==> src/rtl/mem_arbiter_if.sv <==
// Bundled handshake signals between the requesters, the memory array and mem_arbiter.
// The arbiter attaches through the slave modport, and the requester/memory side attaches through master.
interface mem_arbiter_if #(
    parameter int WIDTH      = 32,
    parameter int ADDR_WIDTH = 11
);
    logic                  flash_en;
    logic [ADDR_WIDTH-1:0] flash_addr;
    logic [WIDTH-1:0]      flash_data;

    logic                  if_req;
    logic [ADDR_WIDTH-1:0] if_addr;
    logic                  if_gnt;
    logic                  if_rvalid;
    logic [WIDTH-1:0]      if_rdata;

    logic                  d_req;
    logic                  d_we;
    logic [ADDR_WIDTH-1:0] d_addr;
    logic [WIDTH-1:0]      d_wdata;
    logic                  d_gnt;
    logic                  d_rvalid;
    logic [WIDTH-1:0]      d_rdata;

    logic                  mem_en;
    logic                  mem_we;
    logic [ADDR_WIDTH-1:0] mem_addr;
    logic [WIDTH-1:0]      mem_wdata;
    logic [WIDTH-1:0]      mem_rdata;

    modport slave (
        input  flash_en, flash_addr, flash_data,
        input  if_req, if_addr,
        output if_gnt, if_rvalid, if_rdata,
        input  d_req, d_we, d_addr, d_wdata,
        output d_gnt, d_rvalid, d_rdata,
        output mem_en, mem_we, mem_addr, mem_wdata,
        input  mem_rdata
    );

    modport master (
        output flash_en, flash_addr, flash_data,
        output if_req, if_addr,
        input  if_gnt, if_rvalid, if_rdata,
        output d_req, d_we, d_addr, d_wdata,
        input  d_gnt, d_rvalid, d_rdata,
        input  mem_en, mem_we, mem_addr, mem_wdata,
        output mem_rdata
    );
endinterface

==> src/rtl/mem_arbiter.sv <==
// Single-port memory arbiter: an unconditional flash write path, plus instruction fetch and data requesters.
// Define MEM_ARB_ROUND_ROBIN_EN for alternating fetch/data grants; otherwise data has fixed priority.
module mem_arbiter #(
    parameter int WIDTH      = 32,
    parameter int ADDR_WIDTH = 11
) (
    input logic          clk,
    input logic          rst,
    mem_arbiter_if.slave bus
);

    typedef enum logic {IDLE, RD_WAIT} state_t;

    state_t state;
    logic   rvalid_if_q;
    logic   rvalid_d_q;
    logic   grant_ok;
    logic   if_win;
    logic   d_win;

`ifdef MEM_ARB_ROUND_ROBIN_EN
    logic   ptr_data;  // 0: fetch wins the next tie, 1: data wins it

    assign if_win = bus.if_req & (~bus.d_req | ~ptr_data);
    assign d_win  = bus.d_req  & (~bus.if_req | ptr_data);
`else
    assign if_win = bus.if_req & ~bus.d_req;
    assign d_win  = bus.d_req;
`endif

    // The flash path owns the memory port whenever it pulses, so no grant is issued that cycle.
    assign grant_ok   = (state == IDLE) & ~rst & ~bus.flash_en;
    assign bus.if_gnt = grant_ok & if_win;
    assign bus.d_gnt  = grant_ok & d_win;

    // NOTE: every output gets a default first so this block cannot infer a latch.
    always_comb begin
        bus.mem_en    = 1'b0;
        bus.mem_we    = 1'b0;
        bus.mem_addr  = '0;
        bus.mem_wdata = '0;
        if (bus.flash_en) begin
            bus.mem_en    = 1'b1;
            bus.mem_we    = 1'b1;
            bus.mem_addr  = bus.flash_addr;
            bus.mem_wdata = bus.flash_data;
        end else if (bus.if_gnt) begin
            bus.mem_en   = 1'b1;
            bus.mem_addr = bus.if_addr;
        end else if (bus.d_gnt) begin
            bus.mem_en    = 1'b1;
            bus.mem_we    = bus.d_we;
            bus.mem_addr  = bus.d_addr;
            bus.mem_wdata = bus.d_wdata;
        end
    end

    // NOTE: sequential state uses non-blocking assignments so every flop samples pre-edge values.
    always_ff @(posedge clk) begin
        if (rst) begin
            state       <= IDLE;
            rvalid_if_q <= 1'b0;
            rvalid_d_q  <= 1'b0;
`ifdef MEM_ARB_ROUND_ROBIN_EN
            ptr_data    <= 1'b0;
`endif
        end else begin
            case (state)
                IDLE: begin
                    rvalid_if_q <= bus.if_gnt;
                    rvalid_d_q  <= bus.d_gnt & ~bus.d_we;
                    if (bus.if_gnt || (bus.d_gnt && !bus.d_we)) state <= RD_WAIT;
                end
                default: begin
                    rvalid_if_q <= 1'b0;
                    rvalid_d_q  <= 1'b0;
                    state       <= IDLE;
                end
            endcase
`ifdef MEM_ARB_ROUND_ROBIN_EN
            if (bus.if_gnt)     ptr_data <= 1'b1;
            else if (bus.d_gnt) ptr_data <= 1'b0;
`endif
        end
    end

    // A read pending in RD_WAIT is discarded as soon as reset is asserted.
    assign bus.if_rvalid = rvalid_if_q & ~rst;
    assign bus.d_rvalid  = rvalid_d_q & ~rst;
    assign bus.if_rdata  = bus.mem_rdata;
    assign bus.d_rdata   = bus.mem_rdata;

endmodule

==> src/flat_wrapper.sv <==
// flat-port wrapper written by rule: the top's interface ports become plain ports
module mem_arbiter_flat 
#(
    parameter int WIDTH      = 32,
    parameter int ADDR_WIDTH = 11
)
  (clk, rst, bus_flash_en, bus_flash_addr, bus_flash_data, bus_if_req, bus_if_addr, bus_if_gnt, bus_if_rvalid, bus_if_rdata, bus_d_req, bus_d_we, bus_d_addr, bus_d_wdata, bus_d_gnt, bus_d_rvalid, bus_d_rdata, bus_mem_en, bus_mem_we, bus_mem_addr, bus_mem_wdata, bus_mem_rdata);
  mem_arbiter_if #(.WIDTH(WIDTH), .ADDR_WIDTH(ADDR_WIDTH)) bus_i ();
  input logic clk;
  input logic rst;
  input wire logic [$bits(bus_i.flash_en)-1:0] bus_flash_en;
  input wire logic [$bits(bus_i.flash_addr)-1:0] bus_flash_addr;
  input wire logic [$bits(bus_i.flash_data)-1:0] bus_flash_data;
  input wire logic [$bits(bus_i.if_req)-1:0] bus_if_req;
  input wire logic [$bits(bus_i.if_addr)-1:0] bus_if_addr;
  output wire logic [$bits(bus_i.if_gnt)-1:0] bus_if_gnt;
  output wire logic [$bits(bus_i.if_rvalid)-1:0] bus_if_rvalid;
  output wire logic [$bits(bus_i.if_rdata)-1:0] bus_if_rdata;
  input wire logic [$bits(bus_i.d_req)-1:0] bus_d_req;
  input wire logic [$bits(bus_i.d_we)-1:0] bus_d_we;
  input wire logic [$bits(bus_i.d_addr)-1:0] bus_d_addr;
  input wire logic [$bits(bus_i.d_wdata)-1:0] bus_d_wdata;
  output wire logic [$bits(bus_i.d_gnt)-1:0] bus_d_gnt;
  output wire logic [$bits(bus_i.d_rvalid)-1:0] bus_d_rvalid;
  output wire logic [$bits(bus_i.d_rdata)-1:0] bus_d_rdata;
  output wire logic [$bits(bus_i.mem_en)-1:0] bus_mem_en;
  output wire logic [$bits(bus_i.mem_we)-1:0] bus_mem_we;
  output wire logic [$bits(bus_i.mem_addr)-1:0] bus_mem_addr;
  output wire logic [$bits(bus_i.mem_wdata)-1:0] bus_mem_wdata;
  input wire logic [$bits(bus_i.mem_rdata)-1:0] bus_mem_rdata;
  assign bus_i.flash_en = bus_flash_en;
  assign bus_i.flash_addr = bus_flash_addr;
  assign bus_i.flash_data = bus_flash_data;
  assign bus_i.if_req = bus_if_req;
  assign bus_i.if_addr = bus_if_addr;
  assign bus_if_gnt = bus_i.if_gnt;
  assign bus_if_rvalid = bus_i.if_rvalid;
  assign bus_if_rdata = bus_i.if_rdata;
  assign bus_i.d_req = bus_d_req;
  assign bus_i.d_we = bus_d_we;
  assign bus_i.d_addr = bus_d_addr;
  assign bus_i.d_wdata = bus_d_wdata;
  assign bus_d_gnt = bus_i.d_gnt;
  assign bus_d_rvalid = bus_i.d_rvalid;
  assign bus_d_rdata = bus_i.d_rdata;
  assign bus_mem_en = bus_i.mem_en;
  assign bus_mem_we = bus_i.mem_we;
  assign bus_mem_addr = bus_i.mem_addr;
  assign bus_mem_wdata = bus_i.mem_wdata;
  assign bus_i.mem_rdata = bus_mem_rdata;
  mem_arbiter #(.WIDTH(WIDTH), .ADDR_WIDTH(ADDR_WIDTH)) u_core (.clk(clk), .rst(rst), .bus(bus_i));
endmodule
==> config.mk <==
export PLATFORM = sky130hd
export DESIGN_NAME = mem_arbiter_flat
export DESIGN_NICKNAME = d
export VERILOG_FILES = /design/src/rtl/mem_arbiter_if.sv /design/src/rtl/mem_arbiter.sv /design/src/flat_wrapper.sv
export SDC_FILE = /design/constraint.sdc
export NUM_CORES = 1
export LEC_CHECK = 0
export ABC_AREA = 1
export BUFFER_PORTS_ARGS = -buffer_cell sky130_fd_sc_hd__buf_2
export CORE_AREA = 2 2 97 99
export DETAILED_ROUTE_END_ITERATION = 10
export DIE_AREA = 0 0 99 101
export GPL_ROUTABILITY_DRIVEN = 0
export PLACE_DENSITY = 0.57
export SETUP_SLACK_MARGIN = 0.15
export SLEW_MARGIN = 40
export SYNTH_ARGS = -nofsm -noshare
export SYNTH_HDL_FRONTEND = slang
export SYNTH_SLANG_ARGS = --single-unit
==> constraint.sdc <==
create_clock -name clk -period 1.8 [get_ports clk]
set_input_delay 0.09 -clock clk [delete_from_list [all_inputs] [get_ports clk]]
set_output_delay 0.09 -clock clk [all_outputs]
set_load 0.01 [all_outputs]
; ---- Word-level counts from Yosys, hierarchy flattened
; Index checks and enable logic that the tools add are counted.
[totals]
ff_bits = 3
latch_bits = 0
ramBits = 0
rom_bits = 0
input_bits = 135
out_inout_bits = 113
wordCells = 33
mem_count = 0
[op_classes]
n_addsub = 0
n_mul = 0
n_div = 0
order_cmp = 0
eq_ne = 0
n_shift = 0
muxes = 13
n_bitwise = 13
n_reduce_logical = 4
[ops]
columns = operator, n
row1 = $mux 32, 3
row2 = $mux 11, 3
row3 = $and 1x1->1, 8
row4 = $mux 1, 7
row5 = $not 1->1, 5
row6 = $reduce_or 2->1, 1
row7 = $logic_and 1x1->1, 1
row8 = $logic_not 1->1, 1
row9 = $logic_or 1x1->1, 1

; ---- Depth between registers and ports, before layout
; Gate-level depths: netlist of run 1.
[logic_depth]
word_depth = 7
ltp_mapped = 7
mapped_depth_nobuf = 5

; ---- Worst setup path before layout of run 1
; Ideal clock, no wire load.
[synth_path]
kind = register -> output
start = reg u_core.state
end = out bus_mem_addr[0]
arrival_time_ns = 0.967
t_required_ns = 1.710
setup_slack_ns = 0.743
path_stages_with_launch = 5
n_path_buf = 1
path_cell_list = dfxtp_1 > inv_1 > clkbuf_1 > nand4_1 > nand3_1
[synth_between]
elab_chain_cells = 7
word_cells_on_any_way = 8
classes_between = 3 x mux / 5 x bitwise
[synth_rtl]
columns = item, line
row1 = start: declaration, mem_arbiter.sv:14  ; state_t state;
row2 = start signal: assignment, mem_arbiter.sv:61  ; state <= IDLE;
row3 = start signal: assignment, mem_arbiter.sv:72  ; if (bus.if_gnt || (bus.d_gnt && !bus.d_we)) state <= RD_WAIT;
row4 = start signal: assignment, mem_arbiter.sv:77  ; state <= IDLE;
row5 = $not 1->1 *, mem_arbiter.sv:32  ; assign grant_ok = (state == IDLE) & ~rst & ~bus.flash_en;
row6 = $and 1x1->1 * (2 in series), mem_arbiter.sv:32
row7 = $and 1x1->1, mem_arbiter.sv:34  ; assign bus.d_gnt = grant_ok & d_win;
row8 = $mux 11, mem_arbiter.sv:50  ; end else if (bus.d_gnt) begin
row9 = $mux 11 *, mem_arbiter.sv:47  ; end else if (bus.if_gnt) begin
row10 = $mux 11 *, mem_arbiter.sv:42  ; if (bus.flash_en) begin
row11 = end: declaration, flat_wrapper.sv:28  ; output wire logic [$bits(bus_i.mem_addr)-1:0] bus_mem_addr;
; Mark *: on every way between the ends. The rest lies on a longest branch, timed or not.

; ---- Final worst setup path of run 1
[layout_path]
start = reg u_core.state
end = out bus_mem_wdata[13]
[layout_between]
elab_chain_cells = 7
word_cells_on_any_way = 8
classes_between = 3 x mux / 5 x bitwise
[layout_rtl]
columns = item, line
row1 = $not 1->1 *, mem_arbiter.sv:32
row2 = $and 1x1->1 * (2 in series), mem_arbiter.sv:32
row3 = $and 1x1->1, mem_arbiter.sv:34
row4 = $mux 32, mem_arbiter.sv:50
row5 = $mux 32 *, mem_arbiter.sv:47
row6 = $mux 32 *, mem_arbiter.sv:42
row7 = end: declaration, flat_wrapper.sv:29  ; output wire logic [$bits(bus_i.mem_wdata)-1:0] bus_mem_wdata;
; Marks and branches as above.

==> metrics.txt, run 1 <==
run status completed; most frequent cells in the layout 151 x buf_2, 109 x nand2_1, 22 x nand4_1; CTS H-tree lvls 1; Final Hold Viols 0; residual antenna-violating net count after detailed routing 0; FF-to-FF path depth 4; ratio of total power to cell area approximately 360 mW/mm^2; Resize count post-CTS 0; critical path class register to primary output; Synthesized Nets between 300 and 400; Critical Path Slowest Stage Cell inv_4; share of layout cells above drive strength 1 50.00%; max_slew headroom between 70% and 80%; total CTS buffers 3; CP cell instances inv_1 -> nand3_4 -> inv_4 -> nand2_1 -> nand2_1 -> buf_2; CTS max path bufs 2; number of distinct library cell variants in the gate-level netlist after synthesis 14; initial antenna violation count 0; delay of the slowest cell on the worst path about 0.30 ns; die width between 90 and 100 um; M1 GR Usage between 10 and 15%; antenna cell count 0; effective utilization at floorplan around 15%; Post-CTS Hold Buffers 0; final worst path period need approximately 1.4 ns; WL per Instance around 12 um; global-route wire length before repair 7.962 mm; detailed-placement wirelength estimate 4.427 mm; Final Routed Wirelength around 5.3 mm; Final nets between 400 and 500; CTS tree done; Vias per Instance 3.910; aggregate negative setup slack 0 ns; highest ir drop seen on vdd around 210 uV; max-slew violation count 0; maximum number of pins on one net before global-route repair between 40 and 50; worst hold-check path type input port to register; number of max-cap violations 0; row count 35; all-layer global routing usage 9.691%; initial DRC count 36; mean area per synthesized cell between 5 and 6 sq um; global-route met2 utilization 17.67%; final hold slack approximately 0.080 ns; largest driver fanout on the critical path 34; layer with the highest usage after global routing met2; launching point of the worst reg2reg path u_core.state; Worst Skew between 0.0008 and 0.0009 ns; maximum clock rate between 700 and 800 MHz; Gate Count Post-Synth 240; DR pass1 iterations 4; start point of the critical path u_core.state; most common library cell in the layout ignoring fill and taps buf_2; total of warnings raised by yosys 0; area growth from synthesis to final layout 29.75%; post-synthesis sequential element count 3; slew at the pin with the worst max-slew slack roughly 0.45 ns; met3 capacity usage during global routing ~2.3%; IO Port Bufs around 150; Post-CTS Repair Setup Buffers 0; final routed DRC violation total 0; count of endpoints failing setup in the final report 0; vias after detailed routing 1,685; cell repeated most along the worst path nand2_1; leakage power summed over all cells roughly 1.1 nW; die outline area ~0.01 sq mm; endpoint arrival time on the critical path about 1.3 ns; sequential cell area fraction in the yosys report between 4 and 5%; master cell of the clock root buffer clkbuf_8; share of the cycle needed by the critical path after routing around 79%; Clock Latency Late Sink approximately 0.21 ns; clock slew seen by the registers of the worst setup and hold paths about 0.030 ns; GRT overflow 0; floorplan core area 0.008977 sq mm; clock net sink count 3; Die H between 100 and 150 um; data required time of the worst path around 1.7 ns; unrepaired setup endpoints after global routing no; synthesized cell area 0.001329 sq mm; Fill cells roughly 1,100; HP Start bus_d_we; IO Pins between 200 and 250; hold path cells 2; startpoint class of the critical path register; kind of capture point of the worst setup path primary output; vias in the first global route around 1,600
## synth_stat cells
| master | n | share of area [%] |
|---|---|---|
| buf_2 | 3 | 1.1 |
| buf_4 | 64 | 36 |
| buf_6 | 4 | 3.4 |
| clkbuf_1 | 7 | 2.0 |
| dfxtp_1 | 3 | 4.5 |
| inv_1 | 7 | 2.0 |
| inv_4 | 1 | 0.47 |
| nand2_1 | 109 | 31 |
| nand3_1 | 13 | 4.9 |
| nand3_4 | 1 | 1.3 |
| nand4_1 | 22 | 10 |
| nor2_1 | 4 | 1.1 |
| nor2_8 | 1 | 1.5 |
| o21ai_0 | 1 | 0.38 |
## kinds of logic after synthesis
family / count (synthesis) / synth area share [%]
simple gates: 150 / 50.00
buf+inv: 86 / 45.10
flops: 3 / 4.520
compound gates: 1 / 0.3763
## cell type report
| cell class | count | area [sq um] | area share (%) |
|---|---|---|---|
| Sequential cell | 3 | 60.06 | 3.483 |
| Multi-Input combinational cell | 151 | 669.4 | 38.82 |
| Timing Repair Buffer | 154 | 778.2 | 45.14 |
| Inverter | 8 | 32.53 | 1.887 |
| Tap cell | 111 | 138.9 | 8.055 |
| Clock buffer | 4 | 45.04 | 2.612 |
## stage by stage
stage	cells	instance area [sq um]	setup slack [ns]	power [mW]	utilization, %
final	431	1724	0.3781	0.6273	19.21
after global routing	431	1724	0.2131	0.6828	19.21
after CTS	431	1724	0.3305	0.6409	19.21
after detailed placement	427	1679	0.3626	0.4372	18.70
after global placement	427	1679	0.4076	0.4360	18.70
after floorplan	240	1329	0.7429	0.3788	-
## worst max-delay path, delay by kind of cell, from the launching register on
family | cells | cell delay [ns]
buffers and inverters | 3 | 0.55
and+or+nand+nor | 3 | 0.28
DFF | 1 | 0.28
## per-layer routing
layer,share of wire (%),vias up
met5,0,-
met4,2.3,0
met3,9.8,18
met2,50,94
met1,38,720
li1,-,853
## power breakdown
group	switching [mW]	internal, mW	total (mW)	leakage (nW)
registers	0.000551	0.0693	0.0698	0.0245
logic	0.195	0.167	0.362	1.07
clock network	0.0447	0.151	0.196	0.0228
total	0.240	0.387	0.627	1.12
## registers in the layout, indices dropped and copies added (netlist names)
register	count
u_core.rvalid_d_q	1
u_core.rvalid_if_q	1
u_core.state	1
## final timing paths
| check | to | slack (ns) |
|---|---|---|
| worst max-delay path | bus_mem_wdata[13] | 0.38 |
| worst min-delay path | u_core.rvalid_d_q | 0.08 |
| worst max register to register | u_core.state | 0.78 |
| worst min register to register | u_core.rvalid_d_q | 0.57 |
(Power assumes the default switching activity.)
==> run 2: changes to the inputs <==
--- a/config.mk
+++ b/config.mk
@@ -7,11 +7,11 @@
 export LEC_CHECK = 0
 export ABC_AREA = 1
 export BUFFER_PORTS_ARGS = -buffer_cell sky130_fd_sc_hd__buf_2
-export CORE_AREA = 2 2 97 99
+export CORE_AREA = 2 2 95 97
 export DETAILED_ROUTE_END_ITERATION = 10
-export DIE_AREA = 0 0 99 101
+export DIE_AREA = 0 0 97 99
 export GPL_ROUTABILITY_DRIVEN = 0
-export PLACE_DENSITY = 0.57
+export PLACE_DENSITY = 0.61
 export SETUP_SLACK_MARGIN = 0.15
 export SLEW_MARGIN = 40
 export SYNTH_ARGS = -nofsm -noshare
==> constraint.sdc (replaced) <==
create_clock -name clk -period 1.2 [get_ports clk]
set_input_delay 0.06 -clock clk [delete_from_list [all_inputs] [get_ports clk]]
set_output_delay 0.06 -clock clk [all_outputs]
set_load 0.01 [all_outputs]
==> metrics.txt, run 2 (synthesized netlist as in run 1, its figures left out) <==
vias in the first global route 1,759 (was 1,626); initial antenna violation count 0 (unchanged); count of endpoints failing setup in the final report 30 (was 0); aggregate negative setup slack -0.4904 ns (was 0 ns); max_slew headroom 81.38% (was 70.33%); data required time of the worst path 1.14 ns (was 1.71 ns); Final Routed Wirelength 5.308 mm (was 5.288 mm); maximum clock rate roughly 800 MHz; share of the cycle needed by the critical path after routing 103.7%; cell repeated most along the worst path nand2_1 (unchanged); Final nets 466 (was 456); delay of the slowest cell on the worst path 0.31 ns (was 0.30 ns); highest ir drop seen on vdd 191.3 uV (was 213.1 uV); largest driver fanout on the critical path 8 (was 34); floorplan core area 0.008551 sq mm (was 0.008977 sq mm); worst hold-check path type input port to register (unchanged); global-route wire length before repair 8.293 mm (was 7.962 mm); final hold slack 0.05021 ns (was 0.08022 ns); DR pass1 iterations 4 (unchanged); Final Hold Viols 0 (unchanged); Vias per Instance 4.041 (was 3.910); GRT overflow 0 (unchanged); initial DRC count 19 (was 36); residual antenna-violating net count after detailed routing 0 (unchanged); die width 97 um (was 99 um); setup slack after layout -0.04382 ns (was 0.3781 ns); total CTS buffers 3 (unchanged); slew at the pin with the worst max-slew slack 0.2793 ns (was 0.4450 ns); detailed-placement wirelength estimate 3.883 mm (was 4.427 mm); number of cells on the critical path 7 (was 6); start point of the critical path u_core.state (unchanged); setup slack, reg-to-reg 0.23 ns (was 0.78 ns); die outline area 0.009603 sq mm (was 0.009999 sq mm); max-slew violation count 0 (unchanged); number of buffer and inverter instances along the worst setup path 4 (was 3); Worst Skew 0.002392 ns (was 0.0008107 ns); M1 wire length 1.723 mm (was 2.006 mm); most common library cell in the layout ignoring fill and taps buf_2 (unchanged); number of max-cap violations 0 (unchanged); cell class contributing the biggest share of worst-path delay buffers and inverters (unchanged); CTS tree done (unchanged); unrepaired setup endpoints after global routing yes (was no); final worst path period need between 1 and 1.5 ns; area growth from synthesis to final layout 52.92% (was 29.75%); IO Port Bufs 151 (unchanged); CP cell instances inv_4 -> nand3_4 -> buf_12 -> inv_12 -> nand2_1 -> nand2_1 -> buf_2 (was inv_1 -> nand3_4 -> inv_4 -> nand2_1 -> nand2_1 -> buf_2); registers with the most flip-flops u_core.rvalid_d_q x1, u_core.rvalid_if_q x1, u_core.state x1 (unchanged); launching point of the worst reg2reg path u_core.state (unchanged); most frequent cells in the layout 142 x buf_2, 83 x nand2_1, 22 x nand4_1 (was 151 x buf_2, 109 x nand2_1, 22 x nand4_1); effective utilization at floorplan 15.54% (was 14.80%); WL per Instance 12.12 um (was 12.27 um); startpoint class of the critical path register (unchanged); routed length on met2 2.866 mm (was 2.641 mm); share of layout cells above drive strength 1 60.00% (was 50.00%); FF-to-FF path depth 5 (was 4); Fill cells 977 (was 1,057); master cell of the clock root buffer clkbuf_8 (unchanged); Die H 99 um (was 101 um); Reg2Reg Capture Point u_core.state (unchanged); row count 34 (was 35); final routed DRC violation total 0 (unchanged); uppermost signal routing layer after detailed routing met4 (unchanged); Critical Path Slowest Stage Cell dfxtp_2 (was inv_4); critical path class register to primary output (unchanged); run status finished, violations left (was completed); maximum number of pins on one net before global-route repair 26 (was 45); endpoint arrival time on the critical path 1.18 ns (was 1.33 ns); amount of wire on met3 after detailed routing 575 um (was 520 um); IO Pins 248 (unchanged); violations in the final reports negative setup slack; Clock Latency Late Sink 0.22 ns (was 0.21 ns); antenna cell count 0 (unchanged); clock net sink count 3 (unchanged); vias after detailed routing 1,770 (was 1,685); kind of capture point of the worst setup path primary output (unchanged); end of the critical path bus_mem_wdata[18] (was bus_mem_wdata[13]); clock slew seen by the registers of the worst setup and hold paths 0.03 ns (about the same); all-layer global routing usage 10.53% (was 9.691%); leakage power summed over all cells 1.290 nW (was 1.117 nW); ratio of total power to cell area 514.4 mW/mm^2 (was 363.8 mW/mm^2); CTS H-tree lvls 1 (unchanged); CTS max path bufs 2 (unchanged)
==> run 2: how the worst min path moves through the flow <==
stage / from / to / slack [ns] / cells after the start
2_1_floorplan: bus_d_we / u_core.rvalid_d_q / 0.13 / 1
3_3_place_gp: bus_mem_rdata[4] / bus_d_rdata[4] / 0.12 / 0
3_5_place_dp: bus_mem_rdata[4] / bus_d_rdata[4] / 0.12 / 0
4_1_cts: bus_d_we / u_core.rvalid_d_q / 0.05 / 2
5_1_grt: bus_d_we / u_core.rvalid_d_q / 0.07 / 2
6_report: bus_d_we / u_core.rvalid_d_q / 0.05 / 2
==> run 2: cell type report <==
cell class	count	area [sq um]	share of cell area, %
repair inverters	5	63.81	3.140
well taps	108	135.1	6.650
clock buffers	4	45.04	2.217
multi-input cells	151	789.5	38.85
repair buffers	159	892.1	43.90
inverters	8	45.04	2.217
flip-flops and latches	3	61.31	3.017
==> run 2: worst register-to-register path: stages, from the launching register on <==
cell	delay (ns)
dfxtp_2	0.31
inv_4	0.07
nand3_4	0.07
buf_12	0.18
buf_4	0.15
o21ai_0	0.12
==> run 2: repair_timing <==
| item | in CTS | in global routing |
|---|---|---|
| resized for setup | 27 | 34 |
| setup endpoints to repair | 47 | 47 |
| hold buffers | 0 | 0 |
| pin swaps | 2 | 5 |
| endpoints found under the hold margin | 0 | 0 |
| gates cloned | 5 | 0 |
| setup buffers | 2 | 0 |
==> run 2: report_power, final <==
part / total (mW) / switching [mW] / internal (mW)
registers: 0.106 / 0.00170 / 0.104
logic: 0.644 / 0.336 / 0.307
clock network: 0.295 / 0.0687 / 0.227
total: 1.05 / 0.407 / 0.638
==> run 2: metal layers <==
layer / GRT usage (%) / up-vias
met4: 4.009 / 0
li1: - / 877
met5: 0 / -
met1: 10.34 / 759
met2: 20.83 / 109
met3: 2.908 / 25
==> run 2: stage by stage <==
| stage | worst slack, ns | power [mW] | utilization, % | instances | area [sq um] |
|---|---|---|---|---|---|
| 3_3_place_gp | 0.06417 | 0.6403 | 19.86 | 427 | 1698 |
| 3_5_place_dp | 0.04723 | 0.6509 | 19.86 | 427 | 1698 |
| 2_1_floorplan | 0.1729 | 0.5682 | - | 240 | 1329 |
| 5_1_grt | -0.1112 | 1.137 | 23.76 | 438 | 2032 |
| 6_report | -0.04382 | 1.045 | 23.76 | 438 | 2032 |
| 4_1_cts | -0.03075 | 1.010 | 22.10 | 438 | 1889 |
==> run 3: changes to the inputs <==
--- a/config.mk
+++ b/config.mk
@@ -5,13 +5,12 @@
 export SDC_FILE = /design/constraint.sdc
 export NUM_CORES = 1
 export LEC_CHECK = 0
-export ABC_AREA = 1
 export BUFFER_PORTS_ARGS = -buffer_cell sky130_fd_sc_hd__buf_2
-export CORE_AREA = 2 2 95 97
+export CORE_AREA = 2 2 96 98
 export DETAILED_ROUTE_END_ITERATION = 10
-export DIE_AREA = 0 0 97 99
+export DIE_AREA = 0 0 98 100
 export GPL_ROUTABILITY_DRIVEN = 0
-export PLACE_DENSITY = 0.61
+export PLACE_DENSITY = 0.58
 export SETUP_SLACK_MARGIN = 0.15
 export SLEW_MARGIN = 40
 export SYNTH_ARGS = -nofsm -noshare
==> metrics.txt, run 3 <==
run status finished, violations left (unchanged); violations in the final reports negative setup slack (unchanged); antenna cell count 0 (unchanged); die outline area 0.009800 sq mm (was 0.009603 sq mm); data required time of the worst path 1.14 ns (about the same); initial antenna violation count 0 (unchanged); DR pass1 iterations 4 (unchanged); Clock Latency Late Sink 0.22 ns (about the same); Post-CTS Hold Buffers 0 (unchanged); CTS H-tree lvls 1 (unchanged); register share of total power 11.3% (was 10.1%); cell type with the highest aggregate area in the netlist buf_4 (unchanged); clock slew seen by the registers of the worst setup and hold paths 0.03 ns (about the same); flip-flop cell with the highest count after synthesis dfxtp_1 (unchanged); setup slack after layout -0.2233 ns (was -0.04382 ns); residual antenna-violating net count after detailed routing 0 (unchanged); number of flops mapped to enable cells by yosys 0 (unchanged); proportion of total power due to net switching 32.55% (was 38.92%); CP cell instances nor3_4 -> nand2_2 -> inv_4 -> buf_12 -> a22o_1 -> buf_2 (was inv_4 -> nand3_4 -> buf_12 -> inv_12 -> nand2_1 -> nand2_1 -> buf_2); max_slew headroom 87.14% (was 81.38%); FF-to-FF path depth 5 (unchanged); clock net sink count 3 (unchanged); end of the critical path bus_mem_wdata[12] (was bus_mem_wdata[18]); IO Port Bufs 151 (unchanged); fraction of power consumed by the clock network 32.6% (was 28.3%); IO Pins 248 (unchanged); post-synthesis sequential element count 3 (unchanged); Synthesized Nets 277 (was 375); delay of the slowest cell on the worst path 0.32 ns (was 0.31 ns); global-route wire length before repair 5.623 mm (was 8.293 mm); sequential cell area fraction in the yosys report 5.139% (was 4.520%); Gate Count Post-Synth 142 (was 240); sequential cell area 61.31 sq um (unchanged); net switching power figure 0.3059 mW (was 0.4067 mW); maximum number of pins on one net before global-route repair 46 (was 26); ratio of total power to cell area 578.1 mW/mm^2 (was 514.4 mW/mm^2); most instantiated cells after synthesis 64 x buf_4, 32 x a22o_1, 11 x a221o_1, 11 x and2_1, 6 x buf_6 (was 109 x nand2_1, 64 x buf_4, 22 x nand4_1, 13 x nand3_1); vias after detailed routing 1,321 (was 1,770); end-of-flow core utilization 18.28% (was 23.76%); die width 98 um (was 97 um); placed cell count 334 (was 427); critical path class register to primary output (unchanged); master cell of the clock root buffer clkbuf_8 (unchanged); total area of multi-input combinational cells 543.0 sq um (was 789.5 sq um); final routed DRC violation total 0 (unchanged); number of distinct library cell variants in the gate-level netlist after synthesis 18 (was 14); floorplan core area 0.008890 sq mm (was 0.008551 sq mm); post-placement cell area 0.001568 sq mm (was 0.001698 sq mm); Vias per Instance 3.897 (was 4.041); slew at the pin with the worst max-slew slack 0.1923 ns (was 0.2793 ns); M1 GR Usage 6.192% (was 10.34%); launching point of the worst reg2reg path u_core.state (unchanged); global-route met2 utilization 13.38% (was 20.83%); final worst path period need 1.423 ns (was 1.244 ns); startpoint class of the critical path register (unchanged); leakage power summed over all cells 0.9296 nW (was 1.290 nW); Finished Layout Cells 339 (was 438); start point of the critical path u_core.state (unchanged); area growth from synthesis to final layout 39.08% (was 52.92%); internal power component 0.6337 mW (was 0.6384 mW); Reg2Reg Capture Point u_core.state (unchanged); kind of capture point of the worst setup path primary output (unchanged); initial DRC count 22 (was 19); mean area per synthesized cell 8.230 sq um (was 5.537 sq um); most common library cell in the layout ignoring fill and taps buf_2 (unchanged); GRT overflow 0 (unchanged); endpoint arrival time on the critical path 1.36 ns (was 1.18 ns); CTS tree done (unchanged); most used standard cell by instance count after synthesis buf_4 (was nand2_1); CTS max path bufs 2 (unchanged); Worst Skew 0.0009426 ns (was 0.002392 ns); worst hold-check path type input port to register (unchanged); largest driver fanout on the critical path 30 (was 8); total of warnings raised by yosys 0 (unchanged); vias in the first global route 1,225 (was 1,759); maximum clock rate 702.6 MHz (was 804.0 MHz); number of max-cap violations 0 (unchanged); Fill cells 1,019 (was 977); Synth area leaders buf_4 41%, a22o_1 24%, a221o_1 9.4%, and2_1 5.9%, buf_6 5.8% (was buf_4 36%, nand2_1 31%, nand4_1 10%, nand3_1 4.9%, dfxtp_1 4.5%); met3 capacity usage during global routing 1.671% (was 2.908%); most frequent cells in the layout 151 x buf_2, 32 x a22o_1, 11 x and2_1, 11 x a221o_1 (was 142 x buf_2, 83 x nand2_1, 22 x nand4_1); Final Hold Viols 0 (unchanged); unrepaired setup endpoints after global routing yes (unchanged); Final nets 364 (was 466); setup slack, reg-to-reg 0.16 ns (was 0.23 ns); combinational cell fraction of total power 56.1% (was 61.6%); layer with the highest usage after global routing met2 (unchanged); fraction of post-synthesis cell area in the top cell type by area 41.11% (was 36.16%); Final Routed Wirelength 3.902 mm (was 5.308 mm); Critical Path Slowest Stage Cell dfxtp_2 (unchanged); count of endpoints failing setup in the final report 47 (was 30); synthesized cell area 0.001169 sq mm (was 0.001329 sq mm); Die H 100 um (was 99 um); highest ir drop seen on vdd 138.6 uV (was 191.3 uV); share of layout cells above drive strength 1 72.37% (was 60.00%); fraction of synthesis flops using an asynchronous set or reset pin 0% (unchanged); fin area 0.001625 sq mm (was 0.002032 sq mm); max-slew violation count 0 (unchanged); detailed-placement wirelength estimate 3.246 mm (was 3.883 mm); final hold slack 0.03045 ns (was 0.05021 ns); total power 0.9395 mW (was 1.045 mW); share of the cycle needed by the critical path after routing 118.6% (was 103.7%); all-layer global routing usage 7.004% (was 10.53%); registers with the most flip-flops u_core.rvalid_d_q x1, u_core.rvalid_if_q x1, u_core.state x1 (unchanged); row count 35 (was 34); effective utilization at floorplan 13.15% (was 15.54%); WL per Instance 11.51 um (was 12.12 um); total CTS buffers 3 (unchanged)
[run 3: changes by cell type after synthesis, moves of 2 or more]
cell / delta
nand2_1: -108
a22o_1: +32
nand4_1: -22
nand3_1: -13
a221o_1: +11
and2_1: +11
inv_1: -7
clkbuf_1: -4
nor2_1: -3
buf_2: -2
buf_6: +2
nor2b_1: +2
[run 3: cells by family (layout without fill, tap and decap cells)]
logic type	Yosys count	after routing	share of synthesized area [%]
AOI/OAI and AO/OA	45	45	34.69
buffers and inverters	75	161	48.82
DFF	3	3	5.139
and+or+nand+nor	19	19	11.35
[run 3: power groups by stage]
stage               logic [mW]  registers (mW)  clock network, mW
floorplan                0.462           0.107                  0
global placement         0.522           0.107                  0
global route             0.579           0.106              0.327
CTS                      0.532           0.106              0.311
detailed placement       0.528           0.108                  0
finish                   0.527           0.106              0.306
[run 3: area by class of cell]
cell class / instances / share of cell area (%)
repair buffers: 156 / 51.12
flip-flops and latches: 3 / 3.772
multi-input cells: 64 / 33.41
well taps: 111 / 8.545
inverters: 1 / 0.3849
clock buffers: 4 / 2.771
[run 3: what timing repair did]
action | 4_1_cts | 5_1_grt
setup endpoints to repair | 47 | 49
endpoints found under the hold margin | 0 | 0
resized for setup | 1 | 1
cloned | 0 | 0
buffers inserted | 1 | 0
pin swaps | 1 | 0
[run 3: through the flow]
stage	TNS [ns]	setup slack, ns
finish	-8.704	-0.2233
floorplan	0	0.1230
global placement	0	0.02206
global route	-12.29	-0.2931
detailed placement	-0.01048	-0.01048
CTS	-8.514	-0.2240
[run 3: critical path, delay by kind of cell, from the launching register on]
kind                   cells  cell delay [ns]
AOI/OAI and AO/OA          1             0.16
buffers and inverters      3             0.39
DFF                        1             0.32
and+or+nand+nor            2             0.27
[run 3: how the worst min path moves through the flow]
stage	startpoint	to	cells after the start
4_1_cts	bus_d_we	u_core.rvalid_d_q	2
3_5_place_dp	bus_mem_rdata[13]	bus_d_rdata[13]	0
5_1_grt	bus_d_we	u_core.rvalid_d_q	2
3_3_place_gp	bus_mem_rdata[13]	bus_d_rdata[13]	0
2_1_floorplan	bus_d_we	u_core.rvalid_d_q	1
6_report	bus_d_we	u_core.rvalid_d_q	2
[run 3: per-layer routing]
layer	part of all wire [%]	vias up	routed length, um
li1	-	628	-
met1	29	555	1136
met2	50	108	1960
met3	15	30	570
met4	6.0	0	234
met5	0	-	0
